<file path="src/rtl/lane_encoder.sv">
// Multi-lane IEEE 802.3 clause 36 8b/10b encoder with a one-deep registered
// output stage, optional K28.5 idle insertion and invalid-K error accounting.
module lane_encoder #(
  parameter int LANES       = 4,
  parameter int IDLE_INSERT = 1,
  parameter int CNT_W       = 16
) (
  input  logic                clk,
  input  logic                rst,
  input  logic                s_valid,
  output logic                s_ready,
  input  logic [LANES-1:0]    s_ctrl,
  input  logic [LANES*8-1:0]  s_data,
  input  logic [LANES-1:0]    lane_en,
  input  logic                disp_clr,
  output logic                m_valid,
  input  logic                m_ready,
  output logic [LANES*10-1:0] m_data,
  output logic                m_idle,
  output logic [LANES-1:0]    m_disp,
  output logic                k_err,
  output logic [CNT_W-1:0]    k_err_cnt
);
  localparam int         SUM_W = ((CNT_W > 5) ? CNT_W : 5) + 1;
  localparam logic [7:0] K28_5 = 8'hBC;

  logic [LANES-1:0]    rd;
  logic                free;
  logic                load_data;
  logic                load_idle;
  logic [LANES*10-1:0] enc_data;
  logic [LANES-1:0]    enc_rd;
  logic [LANES-1:0]    bad_k;
  logic [4:0]          bad_n;
  logic [SUM_W-1:0]    cnt_sum;
  logic [7:0]          byte_v;
  logic                k_v;
  logic                rd_in;
  logic [10:0]         sym_v;

  // 5b/6b table: {unbalanced, abcdei at RD-}, a in the MSB
  function automatic logic [6:0] tbl6(input logic [4:0] x);
    case (x)
      5'd0:    tbl6 = {1'b1, 6'b100111};
      5'd1:    tbl6 = {1'b1, 6'b011101};
      5'd2:    tbl6 = {1'b1, 6'b101101};
      5'd3:    tbl6 = {1'b0, 6'b110001};
      5'd4:    tbl6 = {1'b1, 6'b110101};
      5'd5:    tbl6 = {1'b0, 6'b101001};
      5'd6:    tbl6 = {1'b0, 6'b011001};
      5'd7:    tbl6 = {1'b0, 6'b111000};
      5'd8:    tbl6 = {1'b1, 6'b111001};
      5'd9:    tbl6 = {1'b0, 6'b100101};
      5'd10:   tbl6 = {1'b0, 6'b010101};
      5'd11:   tbl6 = {1'b0, 6'b110100};
      5'd12:   tbl6 = {1'b0, 6'b001101};
      5'd13:   tbl6 = {1'b0, 6'b101100};
      5'd14:   tbl6 = {1'b0, 6'b011100};
      5'd15:   tbl6 = {1'b1, 6'b010111};
      5'd16:   tbl6 = {1'b1, 6'b011011};
      5'd17:   tbl6 = {1'b0, 6'b100011};
      5'd18:   tbl6 = {1'b0, 6'b010011};
      5'd19:   tbl6 = {1'b0, 6'b110010};
      5'd20:   tbl6 = {1'b0, 6'b001011};
      5'd21:   tbl6 = {1'b0, 6'b101010};
      5'd22:   tbl6 = {1'b0, 6'b011010};
      5'd23:   tbl6 = {1'b1, 6'b111010};
      5'd24:   tbl6 = {1'b1, 6'b110011};
      5'd25:   tbl6 = {1'b0, 6'b100110};
      5'd26:   tbl6 = {1'b0, 6'b010110};
      5'd27:   tbl6 = {1'b1, 6'b110110};
      5'd28:   tbl6 = {1'b0, 6'b001110};
      5'd29:   tbl6 = {1'b1, 6'b101110};
      5'd30:   tbl6 = {1'b1, 6'b011110};
      default: tbl6 = {1'b1, 6'b101011};
    endcase
  endfunction

  function automatic logic valid_k(input logic [7:0] b);
    valid_k = (b[4:0] == 5'd28) || (b == 8'hF7) || (b == 8'hFB) ||
              (b == 8'hFD) || (b == 8'hFE);
  endfunction

  // Returns {rd_after, symbol}; symbol bit0 = a. k must already be a legal K code.
  function automatic logic [10:0] encode(input logic [7:0] b, input logic k,
                                         input logic rd_i);
    logic [4:0] x;
    logic [2:0] y;
    logic [6:0] t6;
    logic [5:0] s6;
    logic [3:0] s4;
    logic [9:0] cat;
    logic [9:0] sym;
    logic       rd4;
    logic       unb4;
    logic       k28;
    logic       alt7;
    x    = b[4:0];
    y    = b[7:5];
    k28  = k && (x == 5'd28);
    t6   = k28 ? {1'b1, 6'b001111} : tbl6(x);
    s6   = (rd_i && (t6[6] || (x == 5'd7))) ? ~t6[5:0] : t6[5:0];
    rd4  = rd_i ^ t6[6];
    alt7 = k || (!rd4 && ((x == 5'd17) || (x == 5'd18) || (x == 5'd20))) ||
                ( rd4 && ((x == 5'd11) || (x == 5'd13) || (x == 5'd14)));
    case (y)
      3'd0:    begin s4 = 4'b1011; unb4 = 1'b1; end
      3'd1:    begin s4 = 4'b1001; unb4 = 1'b0; end
      3'd2:    begin s4 = 4'b0101; unb4 = 1'b0; end
      3'd3:    begin s4 = 4'b1100; unb4 = 1'b0; end
      3'd4:    begin s4 = 4'b1101; unb4 = 1'b1; end
      3'd5:    begin s4 = 4'b1010; unb4 = 1'b0; end
      3'd6:    begin s4 = 4'b0110; unb4 = 1'b0; end
      default: begin s4 = alt7 ? 4'b0111 : 4'b1110; unb4 = 1'b1; end
    endcase
    // K28 inverts the neutral 3b/4b codes when entering 3b/4b at RD-
    if (rd4 && (unb4 || (y == 3'd3))) begin
      s4 = ~s4;
    end else if (k28 && !rd4 && ((y == 3'd1) || (y == 3'd2) || (y == 3'd5) || (y == 3'd6))) begin
      s4 = ~s4;
    end else begin
      s4 = s4;
    end
    cat = {s6, s4};
    for (int j = 0; j < 10; j++) begin
      sym[j] = cat[9-j];
    end
    encode = {rd4 ^ unb4, sym};
  endfunction

  // Handshake decode and per-lane symbol encoding for the next load
  always_comb begin
    free      = !m_valid || m_ready;
    load_data = s_valid && free;
    load_idle = (IDLE_INSERT != 0) && free && !s_valid;
    s_ready   = free;
    enc_data  = '0;
    enc_rd    = '0;
    bad_k     = '0;
    bad_n     = 5'd0;
    byte_v    = 8'h00;
    k_v       = 1'b0;
    rd_in     = 1'b0;
    sym_v     = 11'd0;
    for (int i = 0; i < LANES; i++) begin
      rd_in    = disp_clr ? 1'b0 : rd[i];
      byte_v   = load_data ? s_data[8*i +: 8] : K28_5;
      k_v      = load_data ? s_ctrl[i] : 1'b1;
      bad_k[i] = load_data && lane_en[i] && s_ctrl[i] && !valid_k(byte_v);
      sym_v    = encode(byte_v, k_v && valid_k(byte_v), rd_in);
      if (lane_en[i]) begin
        enc_data[10*i +: 10] = sym_v[9:0];
        enc_rd[i]            = sym_v[10];
      end else begin
        enc_data[10*i +: 10] = 10'h000;
        enc_rd[i]            = rd_in;
      end
      bad_n = bad_n + {4'd0, bad_k[i]};
    end
    cnt_sum = SUM_W'(k_err_cnt) + SUM_W'(bad_n);
  end

  // Output stage, running disparity and error counter
  always_ff @(posedge clk) begin
    if (rst) begin
      m_valid   <= 1'b0;
      m_idle    <= 1'b0;
      m_data    <= '0;
      m_disp    <= '0;
      rd        <= '0;
      k_err     <= 1'b0;
      k_err_cnt <= '0;
    end else begin
      k_err <= load_data && (bad_n != 5'd0);
      if (load_data && (bad_n != 5'd0)) begin
        if (cnt_sum[SUM_W-1:CNT_W] != '0) begin
          k_err_cnt <= '1;
        end else begin
          k_err_cnt <= cnt_sum[CNT_W-1:0];
        end
      end else begin
        k_err_cnt <= k_err_cnt;
      end
      if (load_data || load_idle) begin
        m_valid <= 1'b1;
        m_idle  <= !load_data;
        m_data  <= enc_data;
        m_disp  <= enc_rd;
        rd      <= enc_rd;
      end else begin
        rd <= disp_clr ? '0 : rd;
        if (free) begin
          m_valid <= 1'b0;
        end else begin
          m_valid <= m_valid;
        end
      end
    end
  end
endmodule

</file>
<file path="config.mk">
export PLATFORM = sky130hd
export DESIGN_NAME = lane_encoder
export DESIGN_NICKNAME = d
export VERILOG_FILES = /design/src/rtl/lane_encoder.sv
export SDC_FILE = /design/constraint.sdc
export NUM_CORES = 1
export LEC_CHECK = 0
export ABC_CLOCK_PERIOD_IN_PS = 5900
export CORE_MARGIN = 2
export CORE_UTILIZATION = 60
export CTS_CLUSTER_DIAMETER = 50
export DETAILED_ROUTE_END_ITERATION = 10
export DONT_BUFFER_PORTS = 1
export HOLD_SLACK_MARGIN = 0.1
export PLACE_DENSITY = 0.81
export REMOVE_ABC_BUFFERS = 1
export SYNTH_ARGS = -nofsm -noshare
export SYNTH_HDL_FRONTEND = slang
export SYNTH_SLANG_ARGS = --single-unit
</file>
<file path="constraint.sdc">
create_clock -name clk -period 5.9 [get_ports clk]
set_clock_uncertainty 0.2 [all_clocks]
set_input_delay 0 -clock clk [delete_from_list [all_inputs] [get_ports clk]]
set_output_delay 0 -clock clk [all_outputs]
set_load 0.05 [all_outputs]
</file>
; ---- Yosys cells after proc, flatten, opt, wreduce, memory -nomap -nowiden
; Memories as Yosys holds them, arrays and structs flattened.
; Cells that the tools add are included.
; Widths: inputs -> output; s select.
[totals]
regBits = 67
romBits = 896
inputBits = 45
output_inout_bits = 64
n_memories = 4
[classes]
add_sub_neg = 4
n_eq_ne = 72
mux = 53
bitwise = 16
n_reduce_logical = 131
[mem_list]
columns = memory, depth, width, read_ports, rd_ports_with_merged_regs, wr, line
row1 = (name not given), 32, 7, 1, 0, 0, 43  ; case (x)
row2 = (name not given), 32, 7, 1, 0, 0, 43
row3 = (name not given), 32, 7, 1, 0, 0, 43
row4 = (name not given), 32, 7, 1, 0, 0, 43
[ops]
columns = operator, n
row1 = $eq 8x8->1 const B, 16
row2 = $pmux 4 s7, 4
row3 = $eq 5x5->1 const B, 16
row4 = $logic_or 1x1->1, 62
row5 = $eq 5x4->1 const B, 12
row6 = $mux 4, 14
row7 = $logic_and 1x1->1, 47
row8 = $mux 10, 4
row9 = $eq 3x3->1 const B, 12
row10 = $mux 8, 4
row11 = $mux 7, 4
row12 = $eq 3x2->1 const B, 8
row13 = $mux 6, 4
row14 = $not 6->6, 4
row15 = $eq 5x3->1 const B, 4
row16 = $reduce_or 5->1, 4
row17 = $mux 1, 18
row18 = $add 16x4->17, 1
row19 = $mux 16, 1
row20 = $not 4->4, 4
row21 = $eq 3x1->1 const B, 4
row22 = $logic_not 3->1, 4
row23 = $logic_not 1->1, 11
row24 = $xor 1x1->1, 8
row25 = other kinds (5), 6

; ---- Logic depth before layout (Yosys ltp)
[depth]
depth_word = 23
depth_mapped = 26

; ---- Worst setup path before layout
; Ideal clock, no wire load.
[synth_path]
kind = flip-flop to flip-flop
start = register m_valid
end = register k_err_cnt[12]
setup_time_ns = 0.116
t_arrival_ns = 5.447
required_time_ns = 5.584
setup_slack_ns = 0.137
path_stages_with_launch = 24
n_path_buf = 4
synth_period_minus_slack_ns = 5.763
cell_sequence = dfxtp_1 nor2b_1 buf_2 nor2_4 buf_2 buf_1 buf_1 nand2_1 ha_1 or2_2 a32oi_1 o21ai_0 a221oi_1 fa_1 ha_1 ha_1 inv_1 fa_1 inv_1 a21oi_1 nor3_1 and3_1 nand3_1 o211a_1
[synth_via]
elab_chain_len = 16
word_cells_on_any_way = 66
[synth_lines]
columns = element, line
row1 = "start, declared", 16  ; output logic m_valid,
row2 = "start signal, assigned", 195  ; m_valid <= m_valid;
row3 = $logic_not 1->1 (*), 133  ; free = !m_valid || m_ready;
row4 = $logic_or 1x1->1 (*), 133
row5 = $logic_and 1x1->1 (*), 134  ; load_data = s_valid && free;
row6 = $mux 8, 147  ; byte_v = load_data ? s_data[8*i +: 8] : K28_5;
row7 = $eq 8x8->1 or $eq 5x5->1 (tied branches), 80  ; valid_k = (b[4:0] == 5'd28) || (b == 8'hF7) || (b == 8'hFB) ||
row8 = $logic_or 1x1->1 (3 in a row), 80
row9 = $logic_or 1x1->1, 81  ; (b == 8'hFD) || (b == 8'hFE);
row10 = $logic_not 1->1, 149  ; bad_k[i] = load_data && lane_en[i] && s_ctrl[i] && !valid_k(byte_v);
row11 = $logic_and 1x1->1, 149
row12 = $add 1x1->2, 158  ; bad_n = bad_n + {4'd0, bad_k[i]};
row13 = $add 2x1->3, 158
row14 = $add 3x1->4, 158
row15 = $add 16x4->17 or $reduce_bool 5->1 (tied branches), "160, 175"
row16 = $mux 16 or $logic_and 1x1->1 (tied branches), "176, 175"
row17 = "end signal, assigned", 179  ; k_err_cnt <= cnt_sum[CNT_W-1:0];
row18 = "end signal, assigned", 182  ; k_err_cnt <= k_err_cnt;
row19 = "end, declared", 22  ; output logic [CNT_W-1:0] k_err_cnt
; Mark *: on every way between the ends. The rest lies on a longest branch, timed or not.
; A chain may end at the register's enable or synchronous reset.

; ---- Worst setup path after layout
[layout_path]
start = register m_valid
end = register k_err_cnt[15]
; Same word-level chain as after synthesis.

==> metrics.cfg <==
[setup_path]
critPathKind = register to register
slowest_stage = or3_1
crit_family = simple AND/OR/NAND/NOR gates
crit_path_max_fanout = 8
end_kind = register
crit_chain = nor2b_2, buf_4, inv_2, and3_1, inv_1, ha_1, or2_2, a32o_1, a22oi_1, o22ai_1, nor2_1, fa_1, ha_1, ha_1, nor3_1, or3_1, or3_1, nor2_1, nand3_1, nor3_1, a211oi_1
crit_buf_inv = 3
required_ns = 5.95
startpoint_type = register
cp_common_cell = ha_1
max_stage_delay_ns = 0.48
arrival_ns = 5.20

[logic_synthesis]
netlist_top_cells_area = dfxtp_1 (20%), ha_1 (9.3%), nand2_1 (5.9%)
async_reset_ff_share_pct = 0
avgSynthCellArea_um2 = 7.24
ys_seq_area_share_pct = 20.2
syn_inst = 915
synthesis.area_um2 = 6630
synth_top_cell_by_area = dfxtp_1
ys_ff_latch = 67
synth_flop_cell = dfxtp_1
post-synth-top-area-fraction_pct = 20.2
synth_warnings = 0
yosysUniqueCellTypes = 85
synth_edf_count = 0

[global_route]
grt_max_degree = 35
grt_pass1_wl_mm = 31.3
track_usage_pct = 32.9
grt_pass1_vias = 6496
grt_remaining_overflow = 0
antenna_found_initial = 1

[clocking]
clkSinkCount = 67
clkSlewWorstSetupHoldPaths_ns = 0.08
root_buffer = clkbuf_8
cts_tree = done
clk_latency_ns = 0.36
clk_path_buf_depth = 2
numCtsBuffers = 9
cts.htree.levels = 3

[die]
core-area_um2 = 10800
die_w_um = 109
start_util_pct = 61.4
die-area_um2 = 11900
io_pins = 109
std_cell_rows = 38
die_y_um = 109

[cells_and_area]
drive_gt1_share_pct = 6.39
finalNonFillerCells = 1096
layout_commonest_cell = nand2_1
syn_to_final_growth_pct = 14.5
layout_common_cells = nand2_1 (105), nor2_1 (81), dlygate4sd3_1 (72)
fin_util_pct = 70.3
finish.instance_area_um2 = 7590
final_nets = 1046

[power_and_ir_drop]
powerDensity_nw_per_um2 = 191
intPower_mw = 0.908
p_comb_share_pct = 29.9
clkPwrFrac_pct = 29.4
leakage_nw = 3.05
peakVddDrop_v = 0.000137
switchingPower_mw = 0.544
swShare_pct = 37.5
power_frac_seq_pct = 40.7

[sta]
rsz0062_at_grt = false
worstMarginPinSlew_ns = 0.749
finalSetupViolCount = 0
hold_viol = 0
worst_slack_ns = 0.748
relSlewSlack_pct = 48.8
timing.fmax_mhz = 194
slew_violations = 0
finalCriticalPeriod_ns = 5.15
tns_ns = 0
fin_crit_sh_pct = 87.3

[placement]
port_buffers = 0
dpl.hpwl_mm = 12.9
dpl_cell_area_um2 = 6630
placement.setup.worst_slack_ns = 0.550
place_congestion = 0.963
placedCellCount = 1006

[routing]
wire_per_inst_um = 18.1
drc = 0
wirelength_mm = 19.8
viasPerCell = 6.47
first_iter_violations = 617
ant_nets = 0
num_vias = 7094
firstDrtPassIters = 7

[outcome]
outcome = finished, final reports clean

[job]
maxCapViolCount = 0

[min_path]
hp-class = primary input to register

-- cells in the mapped netlist, drive strengths merged (9+ instances only) --
cell type / n
a211oi: 17
o21ai: 70
a21oi: 58
a31oi: 10
nor2: 83
nor2b: 13
and3: 18
and2: 9
nand4: 10
clkbuf: 38
mux2i: 12
o22ai: 10
nand2b: 14
or3: 10
xor2: 26
buf: 22
dfxtp: 67
xnor2: 31
nand3: 39
nor3: 31
inv: 45
ha: 49
nand2: 106
-- stage by stage --
step	total power [mW]	hold slack [ns]
final	1.45	0.111
after global routing	1.52	0.147
after CTS	1.45	0.101
after detailed placement	0.958	-0.126
after global placement	0.953	-0.126
after floorplan	0.881	-0.131
-- layer usage --
layer  routed length (um)  part of all wire, %  track usage (%)  vias to the layer above
met4                  710                  3.6             15.0                        0
met5                    0                    0                0                        -
met3                 2280                   12             8.61                       80
li1                     -                    -                -                     3354
met1                 7830                   40             42.0                     3228
met2                 8960                   45             51.9                      432
-- power groups by stage --
stage	combinational [mW]	sequential, mW	clock (mW)
global route	0.474	0.595	0.452
floorplan	0.285	0.596	0
global placement	0.352	0.601	0
CTS	0.422	0.591	0.433
finish	0.434	0.591	0.426
detailed placement	0.356	0.602	0
-- repair_timing --
action / in CTS / in global routing
hold buffers: 73 / 0
endpoints found under the hold margin: 67 / 0
setup endpoints to repair: 0 / 2
buffers inserted: 0 / 0
resized for setup: 0 / 1
-- cell type report --
type,instances,area [um2]
Multi-Input combinational cell,742,4860
Fill cell,874,3200
Sequential cell,67,1340
Timing Repair Buffer,84,823
Tap cell,140,175
Inverter,46,173
Clock buffer,9,124
Clock inverter,7,92.6
Antenna cell,1,2.50
-- cells by family (layout without fill, tap and decap cells) --
group	after synthesis	count (layout)	share of synthesized area [%]
AOI/OAI and AO/OA	260	260	26.4
xor gates and xnor gates	57	57	7.53
adders and majority gates	51	51	9.86
buffers and inverters	106	146	6.59
DFF	67	67	20.2
muxes	18	18	3.23
other	0	1	0
and+or+nand+nor	356	356	26.2
-- tightest hold or removal path: cells and delay by family --
| kind | cells | cell delay [ns] |
|---|---|---|
| simple gates | 5 | 0.48 |
| compound gates | 1 | 0.09 |
| xor+xnor | 1 | 0.06 |
-- path summary, 6_finish.rpt --
check / startpoint / endpoint / slack [ns] / cells past startpoint
max: m_valid$_SDFFE_PP0P_ / k_err_cnt[15]$_SDFFE_PP0P_ / 0.75 / 21
min: s_data[6] / rd[0]$_SDFFE_PP0P_ / 0.11 / 7
max reg2reg: m_valid$_SDFFE_PP0P_ / k_err_cnt[15]$_SDFFE_PP0P_ / 0.75 / 21
min reg2reg: rd[0]$_SDFFE_PP0P_ / rd[0]$_SDFFE_PP0P_ / 0.46 / 3
-- flip-flops by register name, indices dropped and copies added, names as in the netlist --
| name | count |
|---|---|
| m_data | 40 |
| k_err_cnt | 16 |
| m_disp | 4 |
| rd | 4 |
| k_err | 1 |
| m_idle | 1 |
| m_valid | 1 |
(Power assumes the default switching activity.)
